File: src/rtl/r4u1_seq_ctrl_pkg.sv
// Shared definitions for the radix-4 unit-1 sequencer and the twiddle-unit
// ROM-address logic: state codes, legal ldn range and the ldn -> S mapping.
package r4u1_seq_ctrl_pkg;

  localparam logic [1:0] ST_IDLE  = 2'd0;
  localparam logic [1:0] ST_RUN   = 2'd1;
  localparam logic [1:0] ST_FLUSH = 2'd2;

  localparam logic [3:0] LDN_MIN = 4'd4;
  localparam logic [3:0] LDN_MAX = 4'd11;

  typedef enum logic [1:0] {
    S_IDLE  = ST_IDLE,
    S_RUN   = ST_RUN,
    S_FLUSH = ST_FLUSH
  } state_e;

  // log2 of the sub-block length: 32-point sub-blocks for odd ldn, 16 for even.
  function automatic logic [2:0] ldn_to_s(input logic [3:0] ldn);
    return ldn[0] ? 3'd5 : 3'd4;
  endfunction

endpackage

File: src/rtl/r4u1_lat_cnt.sv
// Post-block latency counter: load_i arms it, expire_o pulses PIPE_LAT cycles
// later (counting the first armed cycle as lc = 0).
module r4u1_lat_cnt #(
  parameter int PIPE_LAT = 2
) (
  input  logic clk_sys,
  input  logic rst_sys,
  input  logic load_i,
  output logic expire_o
);

  logic [2:0] lc_q, lc_d;
  logic       act_q, act_d;

  assign expire_o = act_q && (lc_q == 3'(PIPE_LAT - 1));

  always_comb begin
    lc_d  = lc_q;
    act_d = act_q;
    if (load_i) begin
      lc_d  = '0;
      act_d = 1'b1;
    end else if (expire_o) begin
      lc_d  = '0;
      act_d = 1'b0;
    end else if (act_q) begin
      lc_d = lc_q + 3'd1;
    end
  end

  always_ff @(posedge clk_sys or posedge rst_sys) begin
    if (rst_sys) begin
      lc_q  <= '0;
      act_q <= 1'b0;
    end else begin
      lc_q  <= lc_d;
      act_q <= act_d;
    end
  end

endmodule

File: src/rtl/r4u1_seq_ctrl.sv
// Sequencer for the radix-4 unit-1 twiddle stage: counts samples per N-point
// block and issues block/stage syncs and k1/k2 selects aligned with the data.
module r4u1_seq_ctrl
  import r4u1_seq_ctrl_pkg::*;
#(
  parameter int CNT_W    = 11,
  parameter int PIPE_LAT = 2
) (
  input  logic       clk_sys,
  input  logic       rst_sys,
  input  logic       start_i,
  input  logic [3:0] ldn_rg_i,
  input  logic       data_val_i,
  output logic       block_sync_o,
  output logic       stage_sync_o,
  output logic       data_val_o,
  output logic       k1_o,
  output logic       k2_o,
  output logic [3:0] ldn_rg_o,
  output logic       busy_o,
  output logic       done_o,
  output logic       err_o
);

  state_e           state_q, state_d;
  logic [CNT_W-1:0] cnt_q, cnt_d;
  logic [3:0]       ldn_q, ldn_d;
  logic             bs_q, bs_d, ss_q, ss_d, dv_q, dv_d;
  logic             k1_q, k1_d, k2_q, k2_d;
  logic             busy_q, busy_d, done_q, done_d, err_q, err_d;

  logic             legal, start_ok, start_bad, accept, last, expire;
  logic [3:0]       ldn_eff;
  logic [2:0]       s_eff;
  logic [CNT_W-1:0] cnt_eff, last_idx, sub_mask, k_sh;

  r4u1_lat_cnt #(.PIPE_LAT(PIPE_LAT)) u_lat_cnt (
    .clk_sys  (clk_sys),
    .rst_sys  (rst_sys),
    .load_i   (accept && last),
    .expire_o (expire)
  );

  // A legal start takes effect in the same cycle, so a coincident sample is
  // evaluated against the new ldn with the counter already at zero.
  always_comb begin
    legal     = (ldn_rg_i >= LDN_MIN) && (ldn_rg_i <= LDN_MAX);
    start_ok  = start_i && legal;
    start_bad = start_i && !legal;
    ldn_eff   = start_ok ? ldn_rg_i : ldn_q;
    cnt_eff   = start_ok ? '0 : cnt_q;
    s_eff     = ldn_to_s(ldn_eff);
    last_idx  = CNT_W'((32'd1 << ldn_eff) - 32'd1);
    sub_mask  = CNT_W'((32'd1 << s_eff) - 32'd1);
    k_sh      = cnt_eff >> (s_eff - 3'd2);
    accept    = data_val_i && (start_ok || (state_q == S_RUN));
    last      = (cnt_eff == last_idx);
  end

  always_comb begin
    state_d = state_q;
    cnt_d   = cnt_eff;
    ldn_d   = ldn_eff;
    k1_d    = k1_q;
    k2_d    = k2_q;
    bs_d    = 1'b0;
    ss_d    = 1'b0;
    dv_d    = 1'b0;
    done_d  = expire;
    err_d   = start_bad || (start_ok && (state_q == S_RUN) && (cnt_q != '0));

    if (start_ok) begin
      state_d = S_RUN;
    end else begin
      case (state_q)
        S_RUN:   if (accept && last) state_d = S_FLUSH;
        S_FLUSH: if (expire) state_d = S_IDLE;
        default: state_d = state_q;
      endcase
    end

    if (accept) begin
      dv_d  = 1'b1;
      bs_d  = (cnt_eff == '0);
      ss_d  = ((cnt_eff & sub_mask) == '0);
      k1_d  = k_sh[0];
      k2_d  = k_sh[1];
      cnt_d = last ? '0 : cnt_eff + CNT_W'(1);
    end

    busy_d = (state_d != S_IDLE);
  end

  always_ff @(posedge clk_sys or posedge rst_sys) begin
    if (rst_sys) begin
      state_q <= S_IDLE;
      cnt_q   <= '0;
      ldn_q   <= '0;
      bs_q    <= 1'b0;
      ss_q    <= 1'b0;
      dv_q    <= 1'b0;
      k1_q    <= 1'b0;
      k2_q    <= 1'b0;
      busy_q  <= 1'b0;
      done_q  <= 1'b0;
      err_q   <= 1'b0;
    end else begin
      state_q <= state_d;
      cnt_q   <= cnt_d;
      ldn_q   <= ldn_d;
      bs_q    <= bs_d;
      ss_q    <= ss_d;
      dv_q    <= dv_d;
      k1_q    <= k1_d;
      k2_q    <= k2_d;
      busy_q  <= busy_d;
      done_q  <= done_d;
      err_q   <= err_d;
    end
  end

  assign block_sync_o = bs_q;
  assign stage_sync_o = ss_q;
  assign data_val_o   = dv_q;
  assign k1_o         = k1_q;
  assign k2_o         = k2_q;
  assign ldn_rg_o     = ldn_q;
  assign busy_o       = busy_q;
  assign done_o       = done_q;
  assign err_o        = err_q;

endmodule

File: config.mk
export PLATFORM = sky130hd
export DESIGN_NAME = r4u1_seq_ctrl
export DESIGN_NICKNAME = d
export VERILOG_FILES = /design/src/rtl/r4u1_seq_ctrl_pkg.sv /design/src/rtl/r4u1_lat_cnt.sv /design/src/rtl/r4u1_seq_ctrl.sv
export SDC_FILE = /design/constraint.sdc
export NUM_CORES = 1
export LEC_CHECK = 0
export CAP_MARGIN = 5
export CORE_ASPECT_RATIO = 0.7
export CORE_MARGIN = 8
export CORE_UTILIZATION = 45
export CTS_BUF_LIST = sky130_fd_sc_hd__clkbuf_4 sky130_fd_sc_hd__clkbuf_8 sky130_fd_sc_hd__clkbuf_16
export CTS_CLUSTER_DIAMETER = 40
export DETAILED_ROUTE_END_ITERATION = 6
export PLACE_DENSITY_LB_ADDON = 0.15
export SYNTH_ARGS = -nofsm -noshare
export SYNTH_HDL_FRONTEND = slang
export SYNTH_SLANG_ARGS = --single-unit
File: constraint.sdc
create_clock -name clk_sys -period 2.95 [get_ports clk_sys]
set_input_delay 0.7375 -clock clk_sys [delete_from_list [all_inputs] [get_ports clk_sys]]
set_output_delay 0.7375 -clock clk_sys [all_outputs]
set_load 0.02 [all_outputs]
==> results.py, run 1 <==
metrics = {
    "pwr": {
        "p_per_area_nw_per_um2": 550,
        "total_leakage_power_nw": 1.38,
        "max-vdd-ir-drop_v": 0.000273,
        "fin_total_pwr_mw": 1.73,
    },
    "sta": {
        "finalWorstSetupSlack_ns": -0.151,
        "slew_violations": 0,
        "finalCritPeriodShare": 1.05,
        "tightestPinTransition_ns": 0.380,
        "worst_hold_slack_ns": 0.471,
        "fmax_mhz": 323,
        "fin_crit_ns": 3.10,
        "rsz0062_at_grt": "true",
        "finalHoldViolCount": 0,
        "setup_viol": 17,
        "fin_skew_ns": 0.00765,
        "relSlewSlack": 0.747,
    },
    "routing": {
        "detail_route.wl_per_cell_um": 15.9,
        "ant_nets": 0,
        "finalWirelength_mm": 6.15,
        "drc": 0,
        "first_pass_iters": 4,
        "vias": 2111,
        "viasPerCell": 5.47,
        "drtIter0Drc": 148,
    },
    "synth": {
        "postSynthCellCount": 254,
        "synthSimpleGateAreaFrac": 0.252,
        "synth-compound-area-share": 0.198,
        "synth_seq_cells": 29,
        "syn_area_per_cell_um2": 8.54,
        "netlist_top_cells_count": "29 x dfrtp_1, 29 x nand2_1, 21 x a21oi_1, 20 x nor2_1, 15 x inv_1",
        "synth_mux_area_frac": 0.0283,
        "ys_types": 61,
        "ys_seq_area_frac": 0.335,
        "synth_fa_ha_area_frac": 0.0404,
        "synth_edf_count": 0,
        "ys_async_sr_fraction": 1.00,
        "ys.flop_type": "dfrtp_1",
        "syn_area_um2": 2170,
        "syn_nets": 269,
        "yosysWarnings": 0,
        "synth_top_area_frac": 0.335,
        "yosys.area.top_type": "dfrtp_1",
        "yosys-top-cells-area": "dfrtp_1 33%, nand2_1 5.0%, a21oi_1 4.8%",
        "synth_top_family_by_area": "simple AND/OR/NAND/NOR gates",
        "synth_xor_area_frac": 0.0756,
    },
    "global_route": {
        "antenna_found_initial": 0,
        "grt_start_max_net_pins": 30,
        "overflow": 0,
        "grt_pass1_vias": 1990,
        "grt_usage": 0.178,
        "grt_pass1_wl_mm": 10.2,
    },
    "setup_path": {
        "cpPeakStageDelay_ns": 0.41,
        "worstPathCellList": "dlygate4sd2_1 -> or2_4 -> o221a_4 -> nor2_4 -> nand2_2 -> ha_4 -> buf_6 -> o21bai_4 -> a2111oi_4 -> o311ai_4 -> nor3_4 -> o21a_1 -> o211ai_2",
        "crit_path_top_delay_cell": "a2111oi_4",
        "cp-end-kind": "flip-flop",
        "crit_type": "in -> reg",
        "cp_max_fo": 4,
        "required_ns": 3.11,
        "cp.arrival_ns": 3.27,
        "critPathLaunchType": "input port",
    },
    "cells_and_area": {
        "drive_gt1_frac": 0.374,
        "syn2layout_area_growth_pct": 44.9,
        "nFillCells": 377,
        "fin_nets": 343,
        "fin_util": 0.668,
        "antennaDiodeCount": 0,
    },
    "placement": {
        "numPortBuffers": 19,
        "gp_congestion": 0.846,
        "hpwl_mm": 4.61,
    },
    "clocking": {
        "htree_levels": 2,
        "cts.clk_slew.worst_paths_ns": 0.07,
        "clockBufferDepth": 2,
        "cts_buffers": 5,
        "cts_tree": "yes",
        "cts-root-buf": "clkbuf_8",
        "cts_hold_buffers": 0,
        "cts_sinks": 29,
        "clkLatencyLatePin_ns": 0.29,
    },
    "floorplan": {
        "die_w_um": 99.0,
        "initial_core_util": 0.461,
        "dieArea_um2": 7330,
        "core_area_um2": 4700,
        "die_h_um": 74.1,
        "io_pins": 20,
        "rows": 21,
    },
    "outcome": {
        "status": "finished, violations left",
        "failed_checks": "negative setup slack",
    },
    "run": {
        "drv_cap": 0,
    },
    "worst_hold_path": {
        "hp-class": "reg -> reg",
    },
}
==> repair_timing <==
| item | 4_1_cts | 5_1_grt |
|---|---|---|
| setup endpoints to repair | 18 | 18 |
| pin swaps | 19 | 14 |
| setup buffers | 2 | 3 |
| gates cloned | 0 | 0 |
| resized for setup | 37 | 18 |
==> area by class of cell <==
| class | count | area [µm²] | share of cell area |
|---|---|---|---|
| Clock buffer | 7 | 96.3 | 0.0307 |
| Clock inverter | 1 | 5.00 | 0.00159 |
| Inverter | 15 | 56.3 | 0.0179 |
| Multi-Input combinational cell | 193 | 1490 | 0.474 |
| Sequential cell | 29 | 726 | 0.231 |
| Tap cell | 57 | 71.3 | 0.0227 |
| Timing Repair Buffer | 84 | 699 | 0.223 |
==> cells in the final DEF, fill, tap and decap left out, drive strengths merged, types with 4 or more instances in the layout <==
cell and n:
a21oi 21, buf 68, clkbuf 7, clkdlybuf4s50 14
dfrtp 29, ha 7, inv 15, mux2i 5
nand2 30, nand3 7, nand4 5, nor2 22
nor3 17, o21ai 14, o31ai 4, xnor2 7
xor2 10
==> layer usage <==
metal / global-route usage / part of all wire / wire, µm
met1: 0.259 / 0.51 / 3110
met3: 0.0449 / 0.063 / 387
met4: 0.0508 / 0.0093 / 57
met5: 0 / 0 / 0
met2: 0.251 / 0.42 / 2590
==> where the power goes <==
group          switching (mW)  leakage, nW  internal [mW]  total [mW]
logic                   0.432        0.941          0.384       0.816
registers              0.0823        0.381          0.463       0.545
clock network           0.155       0.0542          0.210       0.365
==> per-stage QoR <==
stage | setup TNS [ns] | std cells | cell area (µm²) | worst slack (ns)
5_1_grt | -3.37 | 386 | 3140 | -0.234
2_1_floorplan | -4.04 | 254 | 2250 | -0.302
4_1_cts | -2.33 | 384 | 3050 | -0.192
6_report | -1.84 | 386 | 3140 | -0.151
3_5_place_dp | -16.17 | 374 | 2850 | -0.946
3_3_place_gp | -16.16 | 374 | 2850 | -0.929
==> sequential cells by signal (all words and copies together) (netlist names) <==
signal and cells:
ldn_rg_o 4, u_lat_cnt.lc_q 3, stage_sync_o 1, cnt_q 11, k1_o 1, state_q 2
k2_o 1, u_lat_cnt.act_q 1, done_o 1, busy_o 1, block_sync_o 1, data_val_o 1
err_o 1
==> cell families (layout without fill, tap and decap cells) <==
| group | Yosys count | in the layout |
|---|---|---|
| xor gates and xnor gates | 17 | 17 |
| and+or+nand+nor | 101 | 101 |
| DFF | 29 | 29 |
| adders and majority gates | 7 | 7 |
| buffers and inverters | 32 | 107 |
| muxes | 6 | 6 |
| AOI/OAI and AO/OA | 62 | 62 |
==> worst max-delay path: cells and delay by family <==
| kind | cells | cell delay (ns) |
|---|---|---|
| AOI/OAI and AO/OA | 6 | 1.28 |
| buffers and inverters | 2 | 0.39 |
| adders and majority gates | 1 | 0.18 |
| and+or+nand+nor | 4 | 0.67 |
==> path summary, 6_finish.rpt <==
check / from / slack (ns) / endpoint / depth (start not counted)
hold / removal: k1_o / 0.47 / k1_o / 2
max in group asynchronous: rst_sys / 1.86 / cnt_q[2] / 3
hold reg to reg: k1_o / 0.47 / k1_o / 2
min in group asynchronous: rst_sys / 0.81 / cnt_q[6] / 3
setup reg to reg: ldn_rg_o[2] / -0.01 / busy_o / 12
setup / recovery: ldn_rg_i[1] / -0.15 / busy_o / 13
Power figures use the tool's default switching activity.
==> inputs of run 2 (changes only) <==
--- a/config.mk
+++ b/config.mk
@@ -7,7 +7,7 @@
 export LEC_CHECK = 0
 export CAP_MARGIN = 5
 export CORE_ASPECT_RATIO = 0.7
-export CORE_MARGIN = 8
+export CORE_MARGIN = 2
 export CORE_UTILIZATION = 45
 export CTS_BUF_LIST = sky130_fd_sc_hd__clkbuf_4 sky130_fd_sc_hd__clkbuf_8 sky130_fd_sc_hd__clkbuf_16
 export CTS_CLUSTER_DIAMETER = 40
==> run 2 against run 1 <==
Against the previous run: critical path depth rose by 4; via count grew 0.76%; highest routed layer unchanged; critical endpoint is now cnt_q[7]; sequential power is essentially flat; the flow still finishes with violations (negative setup slack); first-iteration DRC count up 2.0%; largest cell class unchanged.
==> results.py, run 2 (synthesized netlist as in run 1, its figures left out) <==
metrics = {
    "outcome": {
        "status": "finished, violations left",
        "failed_checks": "negative setup slack",
    },
    "global_route": {
        "grt_pass1_vias": 1861,
        "antenna_found_initial": 0,
        "grt_pass1_wl_mm": 9.52,
        "grt_usage": 0.241,
        "grt_start_max_net_pins": 30,
        "overflow": 0,
    },
    "pwr": {
        "fin_total_pwr_mw": 1.70,
        "max-vdd-ir-drop_v": 0.000293,
        "clockPowerShare": 0.224,
        "power.internal_mw": 1.04,
        "power_switching_uw": 665,
        "sw_frac_of_total": 0.391,
        "p_per_area_nw_per_um2": 557,
        "p_comb_frac": 0.454,
        "total_leakage_power_nw": 1.34,
        "p_seq_frac": 0.322,
    },
    "cells_and_area": {
        "fin_nets": 334,
        "drive_gt1_frac": 0.341,
        "mostFrequentLayoutCell": "buf_4",
        "nFillCells": 393,
        "fin_cells": 377,
        "register_area_um2": 726,
        "fin_util": 0.649,
        "syn2layout_area_growth_pct": 40.7,
        "antennaDiodeCount": 0,
        "largest_reg_flops": 11,
        "multiInputGateArea_um2": 1450,
        "final_cell_mix": "51 x buf_4, 29 x dfrtp_1, 27 x nand2_1, 19 x a21oi_1, 17 x nor2_1",
        "regMostFlops": "cnt_q",
        "stdcell_area_um2": 3050,
    },
    "routing": {
        "drc": 0,
        "finalWirelength_mm": 6.05,
        "first_pass_iters": 5,
        "viasPerCell": 5.64,
        "ant_nets": 0,
        "drtIter0Drc": 151,
        "vias": 2127,
        "detail_route.wl_per_cell_um": 16.0,
    },
    "sta": {
        "fmax_mhz": 326,
        "finalHoldViolCount": 0,
        "fin_skew_ns": 0.00404,
        "tns_ns": -1.56,
        "setup_viol": 17,
        "tightestPinTransition_ns": 0.397,
        "finalCritPeriodShare": 1.04,
        "relSlewSlack": 0.733,
        "worst_hold_slack_ns": 0.474,
        "finalWorstSetupSlack_ns": -0.116,
        "rsz0062_at_grt": "true",
        "slew_violations": 0,
        "fin_crit_ns": 3.07,
    },
    "setup_path": {
        "crit_buf_inv": 4,
        "critical-path-top-delay-family": "simple AND/OR/NAND/NOR gates",
        "worstPathCellList": "buf_12 -> or4_4 -> o221a_4 -> nor2_4 -> nand2_2 -> ha_4 -> buf_12 -> xor2_1 -> nand2_1 -> nand4b_1 -> o311ai_2 -> a21oi_2 -> o311ai_4 -> nor3_4 -> buf_6 -> buf_6 -> nor3_2",
        "cp_max_fo": 9,
        "cp-end-kind": "flip-flop",
        "cp.arrival_ns": 3.25,
        "crit_path_top_delay_cell": "or4_4",
        "critPathLaunchType": "input port",
        "required_ns": 3.13,
        "crit_type": "in -> reg",
        "cpPeakStageDelay_ns": 0.47,
    },
    "clocking": {
        "clkLatencyLatePin_ns": 0.30,
        "cts.clk_slew.worst_paths_ns": 0.06,
        "cts_buffers": 5,
        "htree_levels": 2,
        "cts-root-buf": "clkbuf_8",
        "clockBufferDepth": 2,
        "cts_tree": "yes",
        "cts_sinks": 29,
    },
    "worst_hold_path": {
        "hp-class": "reg -> reg",
    },
    "floorplan": {
        "initial_core_util": 0.461,
        "die_w_um": 87.0,
        "rows": 21,
        "core_area_um2": 4700,
        "dieArea_um2": 5400,
        "io_pins": 20,
        "die_h_um": 62.1,
    },
    "placement": {
        "pre_cts_slack_ns": -0.924,
        "hpwl_mm": 4.31,
        "numPortBuffers": 19,
        "dpl.cell_count": 368,
        "gp_congestion": 0.946,
        "post_dp_cell_area_um2": 2820,
    },
    "run": {
        "drv_cap": 0,
    },
}
==> run 2: cell types whose count changed in the layout (fill, tap and decap cells not counted), sizes merged <==
cell	delta
dlygate4sd2	-1
buf	-9
clkdlybuf4s15	+1
==> run 2: repair_timing <==
item	CTS	global route
pin swaps	12	10
endpoints found under the setup margin	18	18
resized for setup	28	23
cloned	1	0
hold buffers	0	0
setup buffers	1	0
==> run 2: worst paths after layout <==
check | start | to | slack [ns] | cells past startpoint
setup / recovery | ldn_rg_i[2] | cnt_q[7] | -0.12 | 17
hold / removal | k1_o | k1_o | 0.47 | 2
hold reg to reg | k1_o | k1_o | 0.47 | 2
max in group asynchronous | rst_sys | ldn_rg_o[1] | 1.88 | 3
setup reg to reg | ldn_rg_o[1] | cnt_q[7] | -0.04 | 16
min in group asynchronous | rst_sys | u_lat_cnt.lc_q[0] | 0.80 | 3
==> run 2: final cells by class <==
type                            count  share of cell area
Clock inverter                      1             0.00164
Inverter                           15              0.0185
Sequential cell                    29               0.238
Clock buffer                        7              0.0316
Timing Repair Buffer               75               0.212
Multi-Input combinational cell    193               0.475
Tap cell                           57              0.0234
==> run 2: layer usage <==
layer	vias up	global-route usage	part of all wire	routed length (µm)
met5	-	0	0	0
met4	0	0.0558	0.018	108
met3	16	0.0621	0.055	334
met2	74	0.359	0.41	2470
met1	1004	0.351	0.52	3140
li1	1033	-	-	-
==> run 2: power by group through the flow <==
stage          clock [mW]  combinational [mW]  sequential (mW)
6_report            0.381               0.772            0.547
5_1_grt             0.403               0.843            0.555
4_1_cts             0.389               0.727            0.544
3_5_place_dp            0               0.718            0.552
3_3_place_gp            0               0.714            0.550
2_1_floorplan           0               0.411            0.551
==> run 2: worst min-delay path: cells and delay by family (launching register included) <==
family          cells  cell delay (ns)
compound gates      1             0.05
simple gates        1             0.05
flops               1             0.34
